`src/rtl/hs32_decode_stage_pkg.sv`:
```
// ============================================================================
// Module : hs32_decode_stage_pkg
// Brief  : Shared instruction/packet types and opcode-class decode for the
//          HS32 decode stage.
// Rev    : 1.0  initial release
// ============================================================================
`default_nettype none

package hs32_decode_stage_pkg;

  localparam int HS32_NSTG_MAX = 4;

  // Opcode classes
  localparam int         OPC_RENC_BIT = 4;
  localparam logic [1:0] DIR_SEXT     = 2'b10;
  localparam logic [1:0] DIR_ROR      = 2'b11;

  // R-encoding layout; an I-encoding reuses bits [15:0] as imm16.
  typedef struct packed {
    logic [5:0] opcode;
    logic [3:0] rd;
    logic [3:0] rm;
    logic [3:0] rn;
    logic [4:0] sh;
    logic [1:0] dir;
    logic [6:0] rsvd;
  } hs32_instr;

  typedef struct packed {
    logic [4:0]  opc;
    logic [3:0]  rd;
    logic [3:0]  rm;
    logic [31:0] d2;
    logic [4:0]  shl;
    logic [4:0]  shr;
    logic        sext;
    logic        maskl;
    logic        maskr;
    logic        xud;
    logic        fwd;
  } hs32_s1pkt;

  typedef struct packed {
    logic [4:0]  opc;
    logic [3:0]  rd;
    logic [3:0]  rm;
    logic [31:0] d2;
    logic [4:0]  shl;
    logic [4:0]  shr;
    logic        sext;
    logic        maskl;
    logic        maskr;
    logic        xud;
    logic        fwd;
    logic [1:0]  fwd_sel;
  } hs32_s1pkt_v2;

  function automatic logic hs32_xud(input logic [5:0] op);
    logic r;
    r = 1'b1;
    casez (op)
      6'b0?10??, 6'b00000?, 6'b1?0???,
      6'b1?1010, 6'b1?1100, 6'b010000: r = 1'b0;
      default:                          r = 1'b1;
    endcase
    return r;
  endfunction

endpackage

`default_nettype wire

```
`src/rtl/hs32_dec_hazard.sv`:
```
// ============================================================================
// Module : hs32_dec_hazard
// Brief  : Read-after-write hazard priority; youngest matching writer decides
//          between stall and forward.
// Rev    : 1.0  initial release
// ============================================================================
`default_nettype none

module hs32_dec_hazard #(
  parameter int NSTG = 2
) (
  input  logic [3:0]           rn_i,
  input  logic                 renc_i,
  input  logic [NSTG-1:0][3:0] wb_rd_i,
  input  logic [NSTG-1:0]      wb_vld_i,
  input  logic [NSTG-1:0]      wb_fwd_i,
  output logic                 stall_o,
  output logic                 fwd_o,
  output logic [1:0]           fwd_sel_o
);

  logic [NSTG-1:0] w_match;
  logic            w_found;

  for (genvar k = 0; k < NSTG; k++) begin : g_match
    assign w_match[k] = renc_i & wb_vld_i[k] & (wb_rd_i[k] == rn_i);
  end

  always_comb begin
    stall_o   = 1'b0;
    fwd_o     = 1'b0;
    fwd_sel_o = 2'd0;
    w_found   = 1'b0;
    for (int k = 0; k < NSTG; k++) begin
      if (!w_found && w_match[k]) begin
        w_found = 1'b1;
        if (wb_fwd_i[k]) begin
          fwd_o     = 1'b1;
          fwd_sel_o = 2'(k);
        end else begin
          stall_o = 1'b1;
        end
      end
    end
  end

endmodule

`default_nettype wire

```
`src/rtl/hs32_decode_stage.sv`:
```
// ============================================================================
// Module : hs32_decode_stage
// Brief  : HS32 decode stage with operand hazard stall/forward and a
//          registered valid/ready output. Optional stall counter enabled by
//          macro HS32_DECODE_PERF_EN.
// Rev    : 1.0  initial release
// ============================================================================
`default_nettype none

module hs32_decode_stage
  import hs32_decode_stage_pkg::*;
#(
  parameter int NSTG = 2
) (
  input  logic                 clk_i,
  input  logic                 rstn_i,
  input  logic                 valid_i,
  output logic                 ready_o,
  input  hs32_instr            data_i,
  output logic [3:0]           rp_addr_o,
  input  logic [31:0]          rp_data_i,
  input  logic [NSTG-1:0][3:0] wb_rd_i,
  input  logic [NSTG-1:0]      wb_vld_i,
  input  logic [NSTG-1:0]      wb_fwd_i,
  input  logic                 flush_i,
  output logic                 valid_o,
  input  logic                 ready_i,
  output hs32_s1pkt_v2         data_o
`ifdef HS32_DECODE_PERF_EN
  ,
  output logic [31:0]          perf_stall_o
`endif
);

  logic         w_renc;
  logic         w_ror;
  logic [15:0]  w_imm;
  logic         w_stall;
  logic         w_fwd;
  logic [1:0]   w_fwd_sel;
  logic         w_accept;
  hs32_s1pkt_v2 w_pkt;

  logic         valid_q, valid_d;
  hs32_s1pkt_v2 data_q, data_d;

  assign w_renc    = data_i.opcode[OPC_RENC_BIT];
  assign w_ror     = (data_i.dir == DIR_ROR);
  assign w_imm     = {data_i.rn[1:0], data_i.sh, data_i.dir, data_i.rsvd};
  assign rp_addr_o = data_i.rn;

  hs32_dec_hazard #(
    .NSTG (NSTG)
  ) u_hazard (
    .rn_i      (data_i.rn),
    .renc_i    (w_renc),
    .wb_rd_i   (wb_rd_i),
    .wb_vld_i  (wb_vld_i),
    .wb_fwd_i  (wb_fwd_i),
    .stall_o   (w_stall),
    .fwd_o     (w_fwd),
    .fwd_sel_o (w_fwd_sel)
  );

  always_comb begin
    w_pkt         = '0;
    w_pkt.opc     = {data_i.opcode[5], data_i.opcode[3:0]};
    w_pkt.rd      = data_i.rd;
    w_pkt.rm      = data_i.rm;
    w_pkt.d2      = w_renc ? rp_data_i : {{16{w_imm[15]}}, w_imm};
    w_pkt.shl     = w_renc ? data_i.sh : 5'd0;
    // Right rotate by n is expressed as a right shift by (32 - n).
    w_pkt.shr     = w_renc ? (w_ror ? 5'(~data_i.sh + 5'd1) : data_i.sh) : 5'd0;
    w_pkt.sext    = (data_i.dir == DIR_SEXT);
    w_pkt.maskl   = w_renc ? ~w_ror : 1'b1;
    w_pkt.maskr   = w_renc ? |data_i.dir : 1'b0;
    w_pkt.xud     = hs32_xud(data_i.opcode);
    w_pkt.fwd     = w_fwd;
    w_pkt.fwd_sel = w_fwd ? w_fwd_sel : 2'd0;
  end

  assign ready_o  = ~w_stall & (~valid_q | ready_i) & ~flush_i;
  assign w_accept = valid_i & ready_o;

  always_comb begin
    valid_d = valid_q;
    data_d  = data_q;
    if (flush_i) begin
      valid_d = 1'b0;
    end else if (w_accept) begin
      valid_d = 1'b1;
      data_d  = w_pkt;
    end else if (ready_i) begin
      valid_d = 1'b0;
    end
  end

  always_ff @(posedge clk_i or negedge rstn_i) begin
    if (!rstn_i) begin
      valid_q <= 1'b0;
      data_q  <= '0;
    end else begin
      valid_q <= valid_d;
      data_q  <= data_d;
    end
  end

  assign valid_o = valid_q;
  assign data_o  = data_q;

`ifdef HS32_DECODE_PERF_EN
  logic [31:0] perf_q, perf_d;

  always_comb begin
    perf_d = perf_q;
    if (valid_i && w_stall && !flush_i && (perf_q != 32'hFFFF_FFFF)) begin
      perf_d = perf_q + 32'd1;
    end
  end

  always_ff @(posedge clk_i or negedge rstn_i) begin
    if (!rstn_i) begin
      perf_q <= 32'd0;
    end else begin
      perf_q <= perf_d;
    end
  end

  assign perf_stall_o = perf_q;
`endif

endmodule

`default_nettype wire

```
`config.mk`:
```
export PLATFORM = sky130hd
export DESIGN_NAME = hs32_decode_stage
export DESIGN_NICKNAME = d
export VERILOG_FILES = /design/src/rtl/hs32_decode_stage_pkg.sv /design/src/rtl/hs32_dec_hazard.sv /design/src/rtl/hs32_decode_stage.sv
export SDC_FILE = /design/constraint.sdc
export NUM_CORES = 1
export LEC_CHECK = 0
export ABC_CLOCK_PERIOD_IN_PS = 2200
export CORE_ASPECT_RATIO = 0.9
export CORE_MARGIN = 2
export CORE_UTILIZATION = 41
export CTS_CLUSTER_DIAMETER = 150
export CTS_CLUSTER_SIZE = 24
export DETAILED_ROUTE_END_ITERATION = 8
export HOLD_SLACK_MARGIN = 0.06
export PLACE_DENSITY = 0.91
export SLEW_MARGIN = 0
export SYNTH_ARGS = -nofsm -noshare
export SYNTH_HDL_FRONTEND = slang
export SYNTH_SLANG_ARGS = --single-unit
```
`constraint.sdc`:
```
create_clock -name clk_i -period 2.2 [get_ports clk_i]
set_input_delay 0.55 -clock clk_i [delete_from_list [all_inputs] [get_ports clk_i]]
set_output_delay 0.55 -clock clk_i [all_outputs]
set_load 0.05 [all_outputs]
```
Word-level counts from Yosys, hierarchy flattened

Cells that the tools add are included.

Register bits: 63
Output and inout bits: 68

Add/subtract/negate cells: 1
Eq/ne operators: 9
Mux-type cells: 22
Bitwise operators: 13
Reductions and logical operators: 7

Operators with widths:

| kind                                                             | count |
|---|---|
| 32-bit two-way mux                                               | 1 |
| 1-bit two-way mux                                                | 16 |
| 5-bit two-way mux                                                | 3 |
| 5-bit == test (second input constant)                            | 2 |
| 4-bit == test                                                    | 2 |
| 1-bit AND                                                        | 7 |
| 2-bit == test (second input constant)                            | 3 |
| 6-bit by 5-bit == test with 1-bit output (second input constant) | 1 |
| 6-bit OR reduction                                               | 1 |
| 5-bit by 1-bit adder with 5-bit output (second input constant)   | 1 |
| 5-bit logical NOT                                                | 1 |
| 5-bit inverter                                                   | 1 |
| 2-bit two-way mux                                                | 2 |
| 1-bit inverter                                                   | 4 |
| 3-bit by 2-bit == test with 1-bit output (second input constant) | 1 |
| 3-bit nonzero test                                               | 1 |
| 2-bit AND reduction                                              | 1 |
| 2-bit OR reduction                                               | 1 |
| 1-bit logical AND                                                | 1 |
| 1-bit logical NOT                                                | 1 |
| 1-bit bitwise OR                                                 | 1 |

Depth between registers and ports, before layout

Gate-level depths: netlist of the first run.

Word-level depth: 12
Depth in mapped cells: 7

Modules after synthesis

From an unflattened synthesis of the first run, not the netlist that was laid out.

Cell total of the unflattened synthesis: 315
Area total of the unflattened synthesis: 2,910.3 µm²

Modules (own cells, without submodules):

| module            | instances | cells an instance | area an instance (µm²) | sequential area each (µm²) |
|---|---|---|---|---|
| hs32_decode_stage | 1         | 293               | 2,747.6                | 1,551.5 |
| hs32_dec_hazard   | 1         | 22                | 162.7                  | 0.0 |

Worst setup path after synthesis of the first run

Ideal clock, no wire load.

Path kind: input -> output
Start point: input data_i[15] (netlist name)
End point: output ready_o
Data arrival time: 2,028 ps
Slack: -378 ps
Stages: 5
Buffers on the path: 0
Path through: xnor2_1 nand3_1 nor3_1 nor3_1 a21oi_1

Word-level cells in the longest chain between the ends: 9

RTL lines:

| what                     | RTL line                | RTL |
|---|---|---|
| from (decl)              | hs32_decode_stage.sv:19 | `input hs32_instr data_i,` |
| 4-bit == test            | hs32_dec_hazard.sv:26   | `assign w_match[k] = renc_i & wb_vld_i[k] & (wb_rd_i[k] == rn_i);` |
| 1-bit AND                | hs32_dec_hazard.sv:26   |  |
| 1-bit two-way mux        | hs32_dec_hazard.sv:35   | `if (!w_found && w_match[k]) begin` |
| 1-bit logical NOT        | hs32_dec_hazard.sv:35   |  |
| 1-bit logical AND        | hs32_dec_hazard.sv:35   |  |
| 1-bit two-way mux *      | hs32_dec_hazard.sv:35   |  |
| 1-bit inverter *         | hs32_decode_stage.sv:82 | `assign ready_o = ~w_stall & (~valid_q \| ready_i) & ~flush_i;` |
| 1-bit AND * (2 in a row) | hs32_decode_stage.sv:82 |  |
| to (decl)                | hs32_decode_stage.sv:18 | `output logic ready_o,` |

Mark *: on every way between the ends. The rest lies on a longest branch, timed or not.

Final worst setup path of the first run

Start point: input data_i[14] (netlist name)
End point: output ready_o

The elaborated chain is that of the path after synthesis.

==> flow_metrics.py, run 1 <==
metrics = {
    "drt": {
        "routed_wirelength_um": 9190,
        "wire_per_inst_um": 17.0,
        "drtPass1Iterations": 4,
        "drtIter0Drc": 62,
        "vias": 2628,
        "viasPerCell": 4.85,
        "route.detailed.drc": 0,
        "final_antenna_net_count": 0,
    },
    "pwr": {
        "irDropWorstVdd_mv": 0.608,
        "power_frac_comb_pct": 45.5,
        "total_power_w": 0.00449,
        "leakagePower_nw": 2.40,
        "p_seq_share_pct": 32.8,
        "powerDensity_nw_per_um2": 848,
        "clkPwrFrac_pct": 21.7,
        "p_int_w": 0.00273,
        "power.switching_w": 0.00177,
        "switching_share_pct": 39.4,
    },
    "clock_tree": {
        "postCtsHoldBufs": 0,
        "cts.sinks": 61,
        "numCtsBuffers": 9,
        "htree_levels": 3,
        "clkTransAtPathRegs_ns": 0.07,
        "root_buffer": "clkbuf_8",
        "clk_latency_ns": 0.34,
        "cts_tree": "built",
        "clockBufferDepth": 2,
    },
    "outcome": {
        "status": "finished, violations left",
        "failed_checks": "negative setup slack",
    },
    "placed_design": {
        "dp_hpwl_um": 6660,
        "routabilityCongestion": 0.790,
        "place_area_um2": 4930,
        "port_buffers": 147,
        "place_ws_ns": -0.582,
    },
    "layout": {
        "antennaDiodeCount": 0,
        "syn2layout_area_growth_pct": 67.6,
        "drive_above_1_share_pct": 30.7,
        "fin_util_pct": 70.6,
        "final_area_um2": 5300,
        "fin_nets": 523,
    },
    "timing": {
        "post-route-period-util_pct": 102,
        "fin_skew_ns": 0.00561,
        "rsz0062_at_grt": "yes",
        "slew_headroom_pct": 63.7,
        "holdWs_ns": 0.158,
        "worst_pin_slew_ns": 0.543,
        "slew_viol_final": 0,
        "hold_violations": 0,
        "fin_ws_ns": -0.0370,
        "setup_viol": 1,
        "fmax_mhz": 447,
        "period_minus_slack_ns": 2.24,
    },
    "logic_synthesis": {
        "synth_area_leaders": "dfrtp_1, mux2_4, mux2i_1",
        "syn-num-nets": 351,
        "yosysMostFrequentCell": "dfrtp_1",
        "async_flop_share_pct": 100,
        "synth.distinct_cells": 32,
        "ys_seq_elements": 61,
        "synth_common_cells": "dfrtp_1, mux2_4, inv_1",
        "ys_seq_area_share_pct": 48.3,
        "synth_edf_count": 0,
        "syn-cell-area_um2": 3160,
        "syn_inst": 269,
        "ys.flop_type": "dfrtp_1",
        "yosys_warnings": 0,
        "synth_top_area_share_pct": 48.3,
        "synth.avg_cell_area_um2": 11.8,
        "synth_area_leader_cell": "dfrtp_1",
    },
    "critical_path": {
        "reg2reg_setup_slack_ns": 0.27,
        "path_class": "primary input to output port",
        "rr_worst_depth": 8,
        "startpoint_type": "primary input",
        "cp_max_fo": 3,
        "crit_arrival_ns": 1.69,
        "r2r-end": "data_o[43]",
        "end_kind": "output port",
        "timing.rr.start": "valid_o",
        "cp.required_ns": 1.65,
    },
    "global_routing": {
        "grt-ovfl-total": 0,
        "grt_antenna_before_repair": 0,
        "first_global_vias": 2864,
        "grt_max_degree": 46,
        "grt_usage_pct": 22.4,
        "grt_pass1_wl_um": 14100,
    },
    "die": {
        "dieArea_um2": 8430,
        "pin_count": 149,
        "rows": 30,
        "die_x_um": 96.6,
        "die_h_um": 87.3,
        "coreArea_um2": 7510,
        "initial_core_util_pct": 42.1,
    },
    "hold_path": {
        "hold_path_class": "primary input to async pin",
    },
    "flow_run": {
        "drv_cap": 0,
    },
}
[stage by stage]
step	cells	TNS, ns
after floorplan	269	0
after global placement	519	-21.32
after detailed placement	519	-29.48
after CTS	538	-0.0292
after global routing	542	-0.113
final	542	-0.0370
[cell usage in the layout, fill, tap and decap left out, types with 6 or more instances in the layout]
cell type        count
inv_1               30
clkdlybuf4s50_1    124
mux2_2              13
buf_4               30
nand2_1             18
dfrtp_1             61
buf_2                6
clkbuf_8            10
mux2i_1             25
buf_12               9
a21oi_1             19
mux2_4              32
[how the worst max path moves through the flow]
stage               startpoint      end  slack (ns)  cells past startpoint
detailed placement  data_i[15]  ready_o       -0.58                      8
CTS                 data_i[14]  ready_o       -0.03                      7
global route        data_i[17]  ready_o        -0.1                      8
global placement    data_i[14]  ready_o       -0.53                      7
floorplan           data_i[15]  ready_o        0.03                      5
finish              data_i[14]  ready_o       -0.04                      7
[critical path, stage by stage]
cell and delay (ns):
buf_8 0.08, buf_6 0.11, nor2b_4 0.04, or3_4 0.39, nor3_4 0.26, a21oi_4 0.10
buf_12 0.15
[per-layer routing]
layer | part of all wire [%] | wire length, um | global-route usage (%)
met5 | 0 | 0 | 0
met3 | 7.1 | 652 | 8.31
met4 | 1.9 | 172 | 6.53
met1 | 39 | 3560 | 25.2
met2 | 52 | 4800 | 39.6
[repair_timing]
item | 4_1_cts | 5_1_grt
resized for setup | 72 | 20
setup buffers | 4 | 4
endpoints found under the setup margin | 53 | 1
pin swaps | 15 | 11
[power groups by stage]
stage               combinational [W]  sequential, W  clock (W)
floorplan                    0.000457        0.00225          0
global placement              0.00197        0.00148          0
detailed placement            0.00201        0.00149          0
CTS                           0.00203        0.00148    0.00100
global route                  0.00214        0.00150    0.00105
finish                        0.00204        0.00147   0.000976
[state kept, by name, summed over array words and instances, names as in the netlist]
name / count
data_o: 60
valid_o: 1
[kinds of logic (layout without fill, tap and decap cells)]
group,count (synthesis),in the layout,synth area share [%]
DFF,61,61,48.3
buffers and inverters,51,228,8.15
other,1,1,0.119
AOI/OAI and AO/OA,33,33,6.57
muxes,71,71,28.0
adders and majority gates,1,1,0.396
xor gates and xnor gates,8,8,2.21
and+or+nand+nor,43,43,6.25
[final cells by class]
class                   count  area (um2)
clock buffers              11         141
clock inverters             5        50.0
fillers                   525        2210
inverters                  31         116
multi-input cells         157        1540
flip-flops and latches     61        1530
well taps                  96         120
repair buffers            181        1800
No activity file was read; power rests on OpenSTA's default activity.
==> run 2: changes to the inputs <==
SKIP_CTS_REPAIR_TIMING = 1   (was unset)
TNS_END_PERCENT = 100   (was unset)
==> run 2 against run 1 <==
The flow still finishes with violations (negative setup slack). Combinational power barely moved. Power decreased by 0.44%. Register-to-register slack hardly changed. Core utilization decreased by 0.40 points. Critical path depth increased by 1. Flip-flop and latch count unchanged. Cell area decreased by 0.57%. Global-route usage shrank 0.65 points. Cell count fell by 0.37%. Clock power shrank 0.4%. Wire length fell by 1.3%. Count of clock-buffer cells in the layout unchanged. Critical path type unchanged. Largest cell class unchanged.
==> flow_metrics.py, run 2 (synthesis results as in run 1) <==
metrics = {
    "drt": {
        "routed_wirelength_um": 9060,
        "final_antenna_net_count": 0,
        "viasPerCell": 4.79,
        "drtIter0Drc": 60,
        "vias": 2588,
        "route.detailed.drc": 0,
        "drtPass1Iterations": 4,
        "wire_per_inst_um": 16.8,
    },
    "clock_tree": {
        "numCtsBuffers": 9,
        "htree_levels": 3,
        "clockBufferDepth": 2,
        "root_buffer": "clkbuf_8",
        "clk_latency_ns": 0.34,
        "clkTransAtPathRegs_ns": 0.07,
        "cts.sinks": 61,
        "cts_tree": "built",
    },
    "timing": {
        "slew_viol_final": 0,
        "period_minus_slack_ns": 2.26,
        "fin_skew_ns": 0.00549,
        "hold_violations": 0,
        "fin_ws_ns": -0.0569,
        "setup_viol": 1,
        "holdWs_ns": 0.171,
        "fmax_mhz": 443,
        "slew_headroom_pct": 63.8,
        "worst_pin_slew_ns": 0.541,
        "rsz0062_at_grt": "yes",
        "post-route-period-util_pct": 103,
    },
    "die": {
        "pin_count": 149,
        "coreArea_um2": 7510,
        "rows": 30,
        "die_x_um": 96.6,
        "die_h_um": 87.3,
        "dieArea_um2": 8430,
        "initial_core_util_pct": 42.1,
    },
    "pwr": {
        "switching_share_pct": 39.3,
        "power.switching_w": 0.00176,
        "p_seq_share_pct": 33.0,
        "power_frac_comb_pct": 45.3,
        "p_int_w": 0.00272,
        "clkPwrFrac_pct": 21.7,
        "powerDensity_nw_per_um2": 849,
        "irDropWorstVdd_mv": 0.607,
        "leakagePower_nw": 2.44,
    },
    "layout": {
        "drive_above_1_share_pct": 28.6,
        "fin_nets": 521,
        "antennaDiodeCount": 0,
        "fillers": 520,
        "final_cell_mix": "clkdlybuf4s50_1, dfrtp_1, mux2_4, inv_1, buf_4",
        "largest_reg_flops": 60,
        "finalNonFillerCells": 540,
        "mostFrequentLayoutCell": "clkdlybuf4s50_1",
        "syn2layout_area_growth_pct": 66.7,
    },
    "placed_design": {
        "routabilityCongestion": 0.790,
        "dp.cells": 519,
        "port_buffers": 147,
        "dp_hpwl_um": 6660,
    },
    "critical_path": {
        "r2r-end": "data_o[37]",
        "path_class": "primary input to output port",
        "crit_arrival_ns": 1.71,
        "endpoint": "ready_o",
        "reg2reg_setup_slack_ns": 0.26,
        "timing.rr.start": "valid_o",
        "startpoint_type": "primary input",
        "cp_max_fo": 3,
        "rr_worst_depth": 8,
        "cp.required_ns": 1.65,
        "end_kind": "output port",
        "worst_setup_path_startpoint": "wb_rd_i[0]",
    },
    "global_routing": {
        "first_global_vias": 2816,
        "grt_pass1_wl_um": 13800,
        "grt_usage_pct": 21.8,
        "grt_antenna_before_repair": 0,
        "grt_max_degree": 46,
        "grt-ovfl-total": 0,
    },
    "flow_run": {
        "drv_cap": 0,
    },
    "hold_path": {
        "hold_path_class": "primary input to async pin",
    },
    "outcome": {
        "status": "finished, violations left",
        "failed_checks": "negative setup slack",
    },
}
==> run 2: changes by cell type in the layout (fill, tap and decap cells not counted), moves of 3 or more <==
cell            change
buf_2               -5
buf_4               -3
buf_8               -3
clkbuf_2            +3
dlygate4sd2_1       -3
dlymetal6s2s_1      +9
==> run 2: final cells by class <==
cell class	instances	area [um2]	area share, %
Timing Repair Buffer	179	1810	34.4
Multi-Input combinational cell	157	1510	28.6
Clock inverter	5	50.0	0.949
Tap cell	96	120	2.28
Clock buffer	11	141	2.68
Sequential cell	61	1530	29.0
Inverter	31	116	2.21
==> run 2: how the worst min path moves through the flow <==
stage                from    endpoint  slack, ns  cells past startpoint
2_1_floorplan      rstn_i   data_o[0]       0.25                      0
3_3_place_gp    data_o[0]   data_o[0]       0.49                      1
3_5_place_dp   data_o[18]  data_o[18]       0.49                      1
4_1_cts            rstn_i  data_o[43]       0.17                      1
5_1_grt            rstn_i  data_o[41]       0.19                      1
6_report           rstn_i  data_o[41]       0.17                      1
==> run 2: routing by layer <==
metal / vias to the layer above / part of all wire, % / track usage (%)
met1: 1254 / 39 / 24.9
met2: 85 / 52 / 38.2
li1: 1233 / - / -
met3: 16 / 6.7 / 8.14
met5: - / 0 / 0
met4: 0 / 1.7 / 5.76
==> run 2: worst max-delay path, stage by stage <==
cell and delay [ns]:
dlymetal6s2s_1 0.13, xnor2_1 0.21, nand3_2 0.17, nor3_4 0.16, buf_6 0.14, nor3_4 0.05, a21oi_4 0.14, buf_12 0.15
==> run 2: power groups by stage <==
stage               clock, W  sequential [W]  combinational (W)
detailed placement         0         0.00149            0.00201
global placement           0         0.00148            0.00197
floorplan                  0         0.00225           0.000457
CTS                  0.00100         0.00148            0.00201
finish              0.000972         0.00147            0.00203
global route         0.00105         0.00150            0.00212
==> run 2: metrics by stage <==
stage / area, um2 / TNS (ns) / total power, W / utilization, % / worst slack (ns)
2_1_floorplan: 3180 / 0 / 0.00270 / - / 0.0321
3_3_place_gp: 4930 / -21.32 / 0.00345 / 65.6 / -0.528
3_5_place_dp: 4930 / -29.48 / 0.00350 / 65.6 / -0.582
4_1_cts: 5120 / -7.94 / 0.00449 / 68.2 / -0.583
5_1_grt: 5270 / -0.125 / 0.00468 / 70.2 / -0.125
6_report: 5270 / -0.0569 / 0.00447 / 70.2 / -0.0569
==> run 3: changes to the inputs <==
GPL_TIMING_DRIVEN = 0   (was unset)
==> run 3 against run 2 <==
The run still ends with negative setup slack left. Core utilization down 1.5 points. Global-route usage down 1.1 points. Clock power down 12%. Sequential share of layout area up 0.65 points. Critical endpoint unchanged. Power down 3.3%. Via count down 1.5%. Sequential power about the same. Clock skew up 0.0013 ns. Setup slack worse by 0.059 ns. Worst hold slack better by 0.037 ns. Critical path depth down 2. Count of clock-buffer cells in the layout down 1.
==> flow_metrics.py, run 3 (synthesis results as in run 1) <==
metrics = {
    "pwr": {
        "p_int_w": 0.00257,
        "power.switching_w": 0.00175,
        "switching_share_pct": 40.5,
        "clkPwrFrac_pct": 19.8,
        "irDropWorstVdd_mv": 0.498,
        "p_seq_share_pct": 33.9,
        "powerDensity_nw_per_um2": 839,
        "leakagePower_nw": 2.41,
        "power_frac_comb_pct": 46.4,
    },
    "placed_design": {
        "dp_hpwl_um": 6700,
        "port_buffers": 147,
        "place_ws_ns": -1.32,
        "dp.cells": 513,
        "routabilityCongestion": 0.726,
    },
    "timing": {
        "post-route-period-util_pct": 105,
        "period_minus_slack_ns": 2.32,
        "fmax_mhz": 432,
        "worst_pin_slew_ns": 0.579,
        "rsz0062_at_grt": "yes",
        "setup_viol": 1,
        "fin_ws_ns": -0.116,
        "hold_violations": 0,
        "slew_headroom_pct": 61.4,
        "slew_viol_final": 0,
        "fin_skew_ns": 0.00681,
        "fin_tns_setup_ns": -0.116,
    },
    "global_routing": {
        "first_global_vias": 2696,
        "grt_usage_pct": 20.7,
        "grt_pass1_wl_um": 13200,
        "grt-ovfl-total": 0,
        "grt_antenna_before_repair": 0,
        "grt_max_degree": 38,
    },
    "flow_run": {
        "drv_cap": 0,
    },
    "drt": {
        "wl_met1_um": 3580,
        "dr_wl_met2_um": 4630,
        "dr_wl_met3_um": 629,
        "viasPerCell": 4.81,
        "final_antenna_net_count": 0,
        "drtPass1Iterations": 4,
        "maxUsedRoutingLayer": "met4",
        "route.detailed.drc": 0,
        "vias": 2550,
        "wire_per_inst_um": 16.8,
        "routed_wirelength_um": 8920,
        "drtIter0Drc": 62,
    },
    "outcome": {
        "status": "finished, violations left",
        "failed_checks": "negative setup slack",
    },
    "critical_path": {
        "startpoint_type": "primary input",
        "crit_arrival_ns": 1.77,
        "end_kind": "output port",
        "cp.required_ns": 1.65,
        "path_class": "primary input to output port",
        "cp_max_fo": 3,
    },
    "hold_path": {
        "hold_path_class": "primary input to async pin",
    },
    "die": {
        "dieArea_um2": 8430,
        "die_x_um": 96.6,
        "initial_core_util_pct": 42.1,
        "die_h_um": 87.3,
        "coreArea_um2": 7510,
        "rows": 30,
        "pin_count": 149,
    },
    "layout": {
        "syn2layout_area_growth_pct": 63.0,
        "multi_input_area_um2": 1510,
        "final_cell_mix": "clkdlybuf4s50_1, dfrtp_1, mux2_4, inv_1, mux2i_1",
        "finalNonFillerCells": 530,
        "fin_nets": 512,
        "largest_reg_flops": 60,
        "drive_above_1_share_pct": 23.5,
        "fillers": 574,
        "seq_area_um2": 1530,
        "mostFrequentLayoutCell": "clkdlybuf4s50_1",
        "antennaDiodeCount": 0,
    },
    "clock_tree": {
        "root_buffer": "clkbuf_8",
        "cts.sinks": 61,
        "htree_levels": 3,
        "clkTransAtPathRegs_ns": 0.07,
        "clockBufferDepth": 2,
        "numCtsBuffers": 9,
        "cts_tree": "built",
        "clk_latency_ns": 0.34,
    },
}
==> run 3: cell types whose count changed in the layout (fill, tap and decap cells not counted), moves of 2 or more <==
cell and delta:
buf_12 -4, buf_4 -17, clkbuf_1 +3, clkbuf_2 -2, clkdlybuf4s50_1 +2, dlymetal6s2s_1 +8
==> run 3: path summary, 6_finish.rpt <==
check	cells past startpoint	slack (ns)	endpoint	start
max in group asynchronous	2	1.38	data_o[51]	rstn_i
worst max-delay path	6	-0.12	ready_o	wb_rd_i[6]
worst min register to register	1	0.51	data_o[26]	data_o[26]
min in group clk_i	1	0.51	data_o[26]	data_o[26]
worst max register to register	7	0.25	data_o[49]	valid_o
worst min-delay path	1	0.21	data_o[43]	rstn_i
==> run 3: final cells by class <==
type | count | share of cell area, %
repair buffers | 151 | 29.9
well taps | 96 | 2.33
clock buffers | 10 | 2.67
plain buffers | 19 | 3.49
multi-input cells | 157 | 29.2
flip-flops and latches | 61 | 29.6
clock inverters | 5 | 0.534
inverters | 31 | 2.26
==> run 3: power by group through the flow <==
stage / Clock [W] / Sequential (W) / Combinational (W)
3_5_place_dp: 0 / 0.00148 / 0.00198
5_1_grt: 0.000928 / 0.00149 / 0.00210
3_3_place_gp: 0 / 0.00147 / 0.00194
6_report: 0.000854 / 0.00146 / 0.00201
4_1_cts: 0.000884 / 0.00147 / 0.00199
2_1_floorplan: 0 / 0.00225 / 0.000457
==> run 3: metal layers <==
| metal | GRT usage, % | vias up |
|---|---|---|
| li1 | - | 1215 |
| met1 | 24.4 | 1235 |
| met2 | 35.9 | 89 |
| met3 | 6.93 | 11 |
| met4 | 5.76 | 0 |
| met5 | 0 | - |
==> run 3: critical path: stages <==
cell and delay (ns):
clkdlybuf4s50_1 0.41, xnor2_1 0.23, nand2_1 0.13, nor3_4 0.21
a21oi_4 0.08, buf_6 0.15
==> run 3: metrics by stage <==
stage	total power (W)	area [um2]	utilization [%]	hold slack, ns
6_report	0.00433	5160	68.7	0.209
5_1_grt	0.00452	5160	68.7	0.242
4_1_cts	0.00434	4950	66.0	0.218
3_5_place_dp	0.00346	4790	63.7	0.497
3_3_place_gp	0.00341	4770	63.6	0.489
2_1_floorplan	0.00270	3180	-	0.254
